--- src/rtl/booth_r4_seq_multiplier.sv ---
`timescale 1ns / 1ps
// Sequential radix-4 Booth multiplier: one Booth digit retired per CALC cycle, with a
// zero-operand early-out and a valid/ready handshake on both sides.
module booth_r4_seq_multiplier #(
  parameter int unsigned WIDTH = 16
) (
  input  logic               clk,
  input  logic               rst,
  input  logic               in_valid,
  output logic               in_ready,
  input  logic               signed_mode,
  input  logic [WIDTH-1:0]   multiplicand,
  input  logic [WIDTH-1:0]   multiplier,
  output logic               out_valid,
  input  logic               out_ready,
  output logic [2*WIDTH-1:0] product,
  output logic               busy
);

  localparam int unsigned EW = WIDTH + 2;
  localparam int unsigned AW = WIDTH + 3;
  localparam int unsigned CW = $clog2(WIDTH / 2 + 2);

  localparam logic [CW-1:0] NSigned   = CW'(WIDTH / 2);
  localparam logic [CW-1:0] NUnsigned = CW'(WIDTH / 2 + 1);

  typedef enum logic [1:0] {
    StIdle,
    StCalc,
    StDone
  } state_e;

  state_e             state_q, state_d;
  logic [CW-1:0]      cnt_q, cnt_d;
  logic [AW-1:0]      acc_q, acc_d;
  logic [EW-1:0]      mreg_q, mreg_d;
  logic               qm1_q, qm1_d;
  logic [EW-1:0]      mcand_q, mcand_d;
  logic               mode_q, mode_d;
  logic [2*WIDTH-1:0] product_q, product_d;

  logic [2:0]         digit;
  logic [AW-1:0]      m1, m2, pp;
  logic [AW-1:0]      acc_sum, acc_sh;
  logic [EW-1:0]      mreg_sh;
  logic [2*WIDTH-1:0] result;

  // Booth digit recoding and one arithmetic shift step of {acc, mreg, qm1}.
  always_comb begin
    digit = {mreg_q[1], mreg_q[0], qm1_q};
    m1    = {mcand_q[EW-1], mcand_q};
    m2    = {mcand_q, 1'b0};
    case (digit)
      3'b001, 3'b010: pp = m1;
      3'b011:         pp = m2;
      3'b100:         pp = -m2;
      3'b101, 3'b110: pp = -m1;
      default:        pp = '0;
    endcase
    acc_sum = acc_q + pp;
    acc_sh  = {{2{acc_sum[AW-1]}}, acc_sum[AW-1:2]};
    mreg_sh = {acc_sum[1:0], mreg_q[EW-1:2]};
    // Low product bits have shifted into the top of mreg: W of them when signed, W+2 unsigned.
    if (mode_q) begin
      result = {acc_sh[WIDTH-1:0], mreg_sh[WIDTH+1:2]};
    end else begin
      result = {acc_sh[WIDTH-3:0], mreg_sh};
    end
  end

  always_comb begin
    state_d   = state_q;
    cnt_d     = cnt_q;
    acc_d     = acc_q;
    mreg_d    = mreg_q;
    qm1_d     = qm1_q;
    mcand_d   = mcand_q;
    mode_d    = mode_q;
    product_d = product_q;

    unique case (state_q)
      StIdle: begin
        if (in_valid) begin
          mode_d  = signed_mode;
          mcand_d = signed_mode ? {{2{multiplicand[WIDTH-1]}}, multiplicand}
                                : {2'b00, multiplicand};
          mreg_d  = signed_mode ? {{2{multiplier[WIDTH-1]}}, multiplier}
                                : {2'b00, multiplier};
          qm1_d   = 1'b0;
          acc_d   = '0;
          cnt_d   = signed_mode ? NSigned : NUnsigned;
          if (multiplicand == '0 || multiplier == '0) begin
            product_d = '0;
            state_d   = StDone;
          end else begin
            state_d = StCalc;
          end
        end
      end
      StCalc: begin
        acc_d  = acc_sh;
        mreg_d = mreg_sh;
        qm1_d  = mreg_q[1];
        cnt_d  = cnt_q - CW'(1);
        if (cnt_q == CW'(1)) begin
          product_d = result;
          state_d   = StDone;
        end
      end
      StDone: begin
        if (out_ready) begin
          state_d = StIdle;
        end
      end
      default: state_d = StIdle;
    endcase
  end

  always_ff @(posedge clk) begin
    if (!rst) begin
      state_q   <= StIdle;
      cnt_q     <= '0;
      acc_q     <= '0;
      mreg_q    <= '0;
      qm1_q     <= 1'b0;
      mcand_q   <= '0;
      mode_q    <= 1'b0;
      product_q <= '0;
    end else begin
      state_q   <= state_d;
      cnt_q     <= cnt_d;
      acc_q     <= acc_d;
      mreg_q    <= mreg_d;
      qm1_q     <= qm1_d;
      mcand_q   <= mcand_d;
      mode_q    <= mode_d;
      product_q <= product_d;
    end
  end

  assign in_ready  = (state_q == StIdle);
  assign out_valid = (state_q == StDone);
  assign busy      = (state_q != StIdle);
  assign product   = product_q;

endmodule

--- config.mk ---
export PLATFORM = sky130hd
export DESIGN_NAME = booth_r4_seq_multiplier
export DESIGN_NICKNAME = d
export VERILOG_FILES = /design/src/rtl/booth_r4_seq_multiplier.sv
export SDC_FILE = /design/constraint.sdc
export NUM_CORES = 1
export LEC_CHECK = 0
export CAP_MARGIN = 30
export CORE_ASPECT_RATIO = 0.6
export CORE_UTILIZATION = 50
export DETAILED_ROUTE_END_ITERATION = 6
export GPL_ROUTABILITY_DRIVEN = 1
export PLACE_DENSITY = 0.83
export SLEW_MARGIN = 25
export SYNTH_ARGS = -nofsm -noshare
export SYNTH_HDL_FRONTEND = slang
export SYNTH_SLANG_ARGS = --single-unit
--- constraint.sdc ---
create_clock -name clk -period 4.7 [get_ports clk]
set_clock_uncertainty 0.15 [all_clocks]
set_input_delay 0.47 -clock clk [delete_from_list [all_inputs] [get_ports clk]]
set_output_delay 0.47 -clock clk [all_outputs]
set_load 0.1 [all_outputs]
==> results of run 1 <==
==> cells by family (layout without fill, tap and decap cells) <==
logic type / after synthesis / count (layout) / synth area share [%]
multiplexers: 33 / 33 / 5.82
XOR/XNOR: 35 / 35 / 5.11
AND/OR/NAND/NOR: 319 / 319 / 24.6
flip-flops: 92 / 92 / 30.7
adder cells (fa/ha/maj): 22 / 22 / 4.72
AO/OA/AOI/OAI: 223 / 223 / 23.5
buffers and inverters: 84 / 137 / 5.55
==> per-layer routing <==
metal | up-vias | routed length (µm)
met4 | 0 | 108
li1 | 3000 | -
met2 | 277 | 6830
met1 | 2799 | 8380
met3 | 14 | 1550
met5 | - | 0
==> worst max-delay path, cell delays in order, from the launching register on <==
cell      delay, ns
dfxtp_1        0.36
inv_1          0.07
ha_1           0.19
nor3b_1        0.38
nand2_1        0.25
nor4_2         0.28
xnor2_1        0.10
nor2_1         0.09
a21oi_1        0.05
mux4_2         0.50
ha_1           0.49
and3_1         0.27
nand2_1        0.09
a211o_1        0.26
o21ai_0        0.22
xnor2_1        0.21
o21ai_0        0.11
o21bai_1       0.17
==> per-stage QoR <==
stage               cells  area [µm²]  hold WS [ns]  setup slack (ns)  util, %
floorplan             808        6000         0.302             0.495        -
global placement     1004        6880         0.289             0.409     59.9
detailed placement   1004        6880         0.294             0.329     59.9
CTS                  1020        7190         0.309             0.309     62.6
global route         1021        7220         0.351            0.0685     62.9
finish               1021        7220         0.306             0.341     62.9
==> cell usage in the layout, fill, tap and decap left out, types with 5 or more instances in the layout <==
master / netlist / layout
inv_1: 16 / 15
nand4_1: 10 / 10
mux2_2: 5 / 5
clkbuf_16: 0 / 9
xor2_1: 11 / 11
a21o_1: 7 / 7
a221oi_1: 5 / 5
nand2_1: 119 / 119
a211oi_1: 6 / 6
o21ai_0: 37 / 37
ha_1: 21 / 20
nor4_1: 14 / 13
nor2b_1: 7 / 7
o221ai_1: 9 / 9
or3_1: 6 / 6
xnor2_1: 24 / 24
clkdlybuf4s50_1: 0 / 71
mux2i_1: 27 / 27
o211ai_1: 5 / 5
a31oi_1: 6 / 6
buf_4: 0 / 32
nand3_1: 25 / 25
dfxtp_1: 92 / 92
o21a_1: 5 / 5
a21oi_1: 90 / 89
a22oi_1: 8 / 8
nor2_1: 82 / 82
nor3_1: 26 / 26
a311oi_1: 17 / 17
nand2b_1: 7 / 6
==> sequential cells by signal (all words and copies together) (netlist names) <==
signal   cells
state_q      2
mreg_q      18
acc_q       17
product     32
cnt_q        4
mode_q       1
qm1_q        1
mcand_q     17
==> path summary, 6_finish.rpt <==
check	from	end	slack, ns	cells past startpoint
setup / recovery	mcand_q[1]$_SDFFE_PN0P_	product[29]$_SDFFE_PN0P_	0.34	17
hold / removal	product[21]$_SDFFE_PN0P_	product[21]$_SDFFE_PN0P_	0.31	2
setup reg to reg	mcand_q[1]$_SDFFE_PN0P_	product[29]$_SDFFE_PN0P_	0.34	17
hold reg to reg	product[21]$_SDFFE_PN0P_	product[21]$_SDFFE_PN0P_	0.31	2
==> timing repair <==
item	CTS	global route
resized for setup	0	3
endpoints found under the setup margin	0	2
hold buffers	0	0
==> final cells by class <==
type | count | share of cell area (%)
Timing Repair Buffer | 104 | 13.4
Sequential cell | 92 | 25.5
Clock inverter | 4 | 0.762
Clock buffer | 12 | 3.55
Multi-Input combinational cell | 632 | 53.1
Inverter | 17 | 0.884
Tap cell | 160 | 2.77
==> power groups by stage <==
stage	Clock [mW]	Sequential [mW]	Combinational [mW]
floorplan	0	0.936	0.760
global placement	0	0.928	1.04
detailed placement	0	0.932	1.05
CTS	0.763	0.915	1.06
global route	0.800	0.928	1.18
finish	0.758	0.918	1.09
==> metrics.cfg, run 1 <==
[status]
status = finished clean

[cts]
root_buffer = clkbuf_16
cts.reportedPaths.clkPinSlew_ns = 0.07
cts_setup_buffers = 0
cts_tree = built
clock_path_buffers = 2
cts-buffers-inserted = 9
h-tree-depth = 3
clk_latency_ns = 0.34
clkSinkCount = 92

[power]
totalPowerFinal_mw = 2.77
clock_power_share_pct = 27.4
peakVddDrop_v = 0.000206
sw_frac_of_total_pct = 39.0
comb_power_share_pct = 39.4
power.switching_mw = 1.08
power.leakage_nw = 2.67
powerDensity_nw_per_um2 = 383
p_seq_share_pct = 33.2
p_int_mw = 1.69

[layout]
fillers = 1001
nets = 915
drive_above_1_share_pct = 8.01
regArea_um2 = 1840
diodes = 0
area_delta_synth_final_pct = 20.4
multi_input_area_um2 = 3840

[timing]
slew_headroom_pct = 34.0
worst_pin_slew_ns = 0.987
finalSetupTns_ns = 0
final.period_utilization_pct = 92.7
setup_viol = 0
min_period_ns = 4.36
fmax_mhz = 229
rsz0062_at_grt = no
drv_slew = 0
hold_violations = 0

[placement]
dpl.hpwl_um = 12200
port_buffers = 71
gp_congestion = 0.970

[grt]
met2_usage_pct = 37.6
met3_usage_pct = 8.18
antenna_found_initial = 0
grt_pass1_vias = 5313
grt_util_met1_pct = 42.2
grt_overflow = 0
grt_max_degree = 48
track_usage_pct = 27.6
grt-busiest-layer = met1
grt_first_pass_wirelength_um = 27100

[worst_setup_path]
start_kind = flop
cp_max_fo = 12
critPathKind = reg -> reg
critPathArrivalTime_ns = 4.44
critPathRequiredTime_ns = 4.78
worst_setup_path_end_kind = flop

[floorplan]
die-area_um2 = 12500
pin_count = 72
die_w_um = 143
coreArea_um2 = 11500
initial_utilization_pct = 52.2
die_h_um = 86.8
rows = 30

[logic_synthesis]
syn_inst = 808
yosys_register_bits = 92
netlist_area_um2 = 6000
syn_avg_cell_area_um2 = 7.42
synth_enable_flop_cells = 0
async_flop_share_pct = 0
ys_seq_area_share_pct = 30.7
yosys.cell_types.count = 64
synthTopCellsByCount = nand2_1 (119), dfxtp_1 (92), a21oi_1 (90)
synth_top_area_share_pct = 30.7
yosysMostFrequentCell = nand2_1
synth.area.top_cells = dfxtp_1 (31%), a21oi_1 (7.5%), nand2_1 (7.4%)
synth_ff_type = dfxtp_1
synth_nets = 867
ys_warn_count = 0
synth_top_area_cell = dfxtp_1

[job]
cap_violations = 0

[routing]
wire_per_inst_um = 16.5
drc = 0
ant_nets = 0
num_vias = 6090
dr.pass1.iters = 5
first_iter_violations = 723
routed_wl_um = 16900
viasPerCell = 5.96

[worst_hold_path]
hold_path_class = reg -> reg

Power figures use the tool's default switching activity.
==> inputs of run 2 (changes only) <==
CTS_CLUSTER_DIAMETER = 120   (was unset)
==> results of run 2 <==
The final DEF is identical to that of run 1; final timing and power are the same.
==> inputs of run 3 (changes only) <==
CORE_ASPECT_RATIO = 1.1   (was 0.6)
PLACE_DENSITY = 0.75   (was 0.83)
==> metrics.cfg, run 3 (synthesized netlist as in run 1, its figures left out) <==
[power]
peakVddDrop_v = 0.000183
power.leakage_nw = 2.63
totalPowerFinal_mw = 2.75
powerDensity_nw_per_um2 = 385

[grt]
grt_first_pass_wirelength_um = 27600
antenna_found_initial = 0
track_usage_pct = 28.0
grt_overflow = 0
grt_pass1_vias = 5687
grt_max_degree = 74

[layout]
final_cell_mix = nand2_1 (119), dfxtp_1 (92), a21oi_1 (90)
nets = 905
area_delta_synth_final_pct = 19.0
multi_input_area_um2 = 3830
drive_above_1_share_pct = 6.82
largest_reg_flops = 32
utilization_pct = 61.5
layout_commonest_cell = nand2_1
instances_no_fill = 1001
regArea_um2 = 1840
fillers = 1114
diodes = 0

[floorplan]
coreArea_um2 = 11600
die_h_um = 117
die_w_um = 106
pin_count = 72
die-area_um2 = 12400
rows = 41
initial_utilization_pct = 51.7

[worst_setup_path]
critPathArrivalTime_ns = 4.48
critical_path.top_delay_family = simple AND/OR/NAND/NOR gates
worstReg2RegEnd = product[29]$_SDFFE_PN0P_
worst_path_max_delay_cell = nor4_1
worstPathCellList = inv_1 -> ha_1 -> or3b_2 -> nor4_1 -> nor2_1 -> xor2_1 -> a221oi_1 -> a21oi_1 -> ha_1 -> and3_1 -> nand2_1 -> a211o_1 -> o21ai_0 -> xnor2_1 -> o21ai_0 -> o21bai_1
critPathKind = reg -> reg
start_kind = flop
worst_setup_path_end_kind = flop
cpPeakStageDelay_ns = 0.59
cp-endpoint = product[29]$_SDFFE_PN0P_
cp_max_fo = 8
worstSetupPathDepth = 16
r2r-start = mcand_q[0]$_SDFFE_PN0P_
reg2reg_depth = 16
critPathRequiredTime_ns = 4.77
reg2reg_slack_ns = 0.30
path_buf_inv = 1
crit_start = mcand_q[0]$_SDFFE_PN0P_

[timing]
final.period_utilization_pct = 93.7
drv_slew = 0
fmax_mhz = 227
setup_viol = 0
slew_headroom_pct = 33.3
min_period_ns = 4.40
worst_pin_slew_ns = 0.998
finalSetupTns_ns = 0
whs_ns = 0.320
rsz0062_at_grt = no
hold_violations = 0

[routing]
wire_per_inst_um = 16.9
routed_wl_um = 16900
viasPerCell = 6.07
first_iter_violations = 351
dr.pass1.iters = 5
drc = 0
ant_nets = 0
num_vias = 6076

[cts]
cts-buffers-inserted = 9
clock_path_buffers = 2
clkSinkCount = 92
h-tree-depth = 3
root_buffer = clkbuf_16
clk_latency_ns = 0.34
cts-hold-fix-buffers = 0
cts.reportedPaths.clkPinSlew_ns = 0.07
cts_tree = built

[status]
status = finished clean

[placement]
dpl.hpwl_um = 12300
dp.cells = 983
gp_congestion = 0.946
port_buffers = 71

[job]
cap_violations = 0

[worst_hold_path]
hold_path_class = reg -> reg
hold-path-cell-count = 2

## run 3: cell type report
cell class	count	share of cell area, %
timing repair buffer	94	12.6
inverter	17	0.894
tap	150	2.63
clock inverter	5	0.947
clock buffer	11	3.40
multi-input combinational	632	53.7
sequential	92	25.8
## run 3: through the flow
step	instance area (µm²)	setup WS, ns
after CTS	7100	0.327
final	7140	0.295
after detailed placement	6790	0.361
after floorplan	6000	0.495
after global placement	6780	0.479
after global routing	7140	0.0219
## run 3: worst register-to-register path, stage by stage (launching register included)
cell      delay (ns)
dfxtp_1         0.34
inv_1           0.09
ha_1            0.21
or3b_2          0.52
nor4_1          0.59
nor2_1          0.11
xor2_1          0.18
a221oi_1        0.25
a21oi_1         0.07
ha_1            0.45
and3_1          0.25
nand2_1         0.09
a211o_1         0.27
o21ai_0         0.24
xnor2_1         0.20
o21ai_0         0.11
o21bai_1        0.17
## run 3: timing repair
action | 4_1_cts | 5_1_grt
setup buffers | 0 | 0
setup endpoints to repair | 0 | 3
hold endpoints to repair | 0 | 0
gates resized for setup | 0 | 2
## run 3: how the worst min path moves through the flow
stage | slack, ns | startpoint | end
finish | 0.32 | product[27]$_SDFFE_PN0P_ | product[27]$_SDFFE_PN0P_
global route | 0.33 | product[18]$_SDFFE_PN0P_ | product[18]$_SDFFE_PN0P_
CTS | 0.33 | product[27]$_SDFFE_PN0P_ | product[27]$_SDFFE_PN0P_
detailed placement | 0.31 | product[27]$_SDFFE_PN0P_ | product[27]$_SDFFE_PN0P_
global placement | 0.29 | product[21]$_SDFFE_PN0P_ | product[21]$_SDFFE_PN0P_
floorplan | 0.30 | acc_q[0]$_SDFFE_PN0P_ | acc_q[0]$_SDFFE_PN0P_
## run 3: per-layer routing
layer	track usage (%)	vias up	wire length, µm
met3	4.10	38	835
met2	48.1	170	8040
li1	-	2987	-
met4	13.2	0	562
met1	34.7	2881	7500
met5	0	-	0
## run 3: power breakdown
| part | leakage, nW | internal (mW) | switching, mW |
|---|---|---|---|
| Clock | 0.153 | 0.437 | 0.337 |
| Combinational | 1.73 | 0.386 | 0.665 |
| Sequential | 0.749 | 0.846 | 0.0762 |
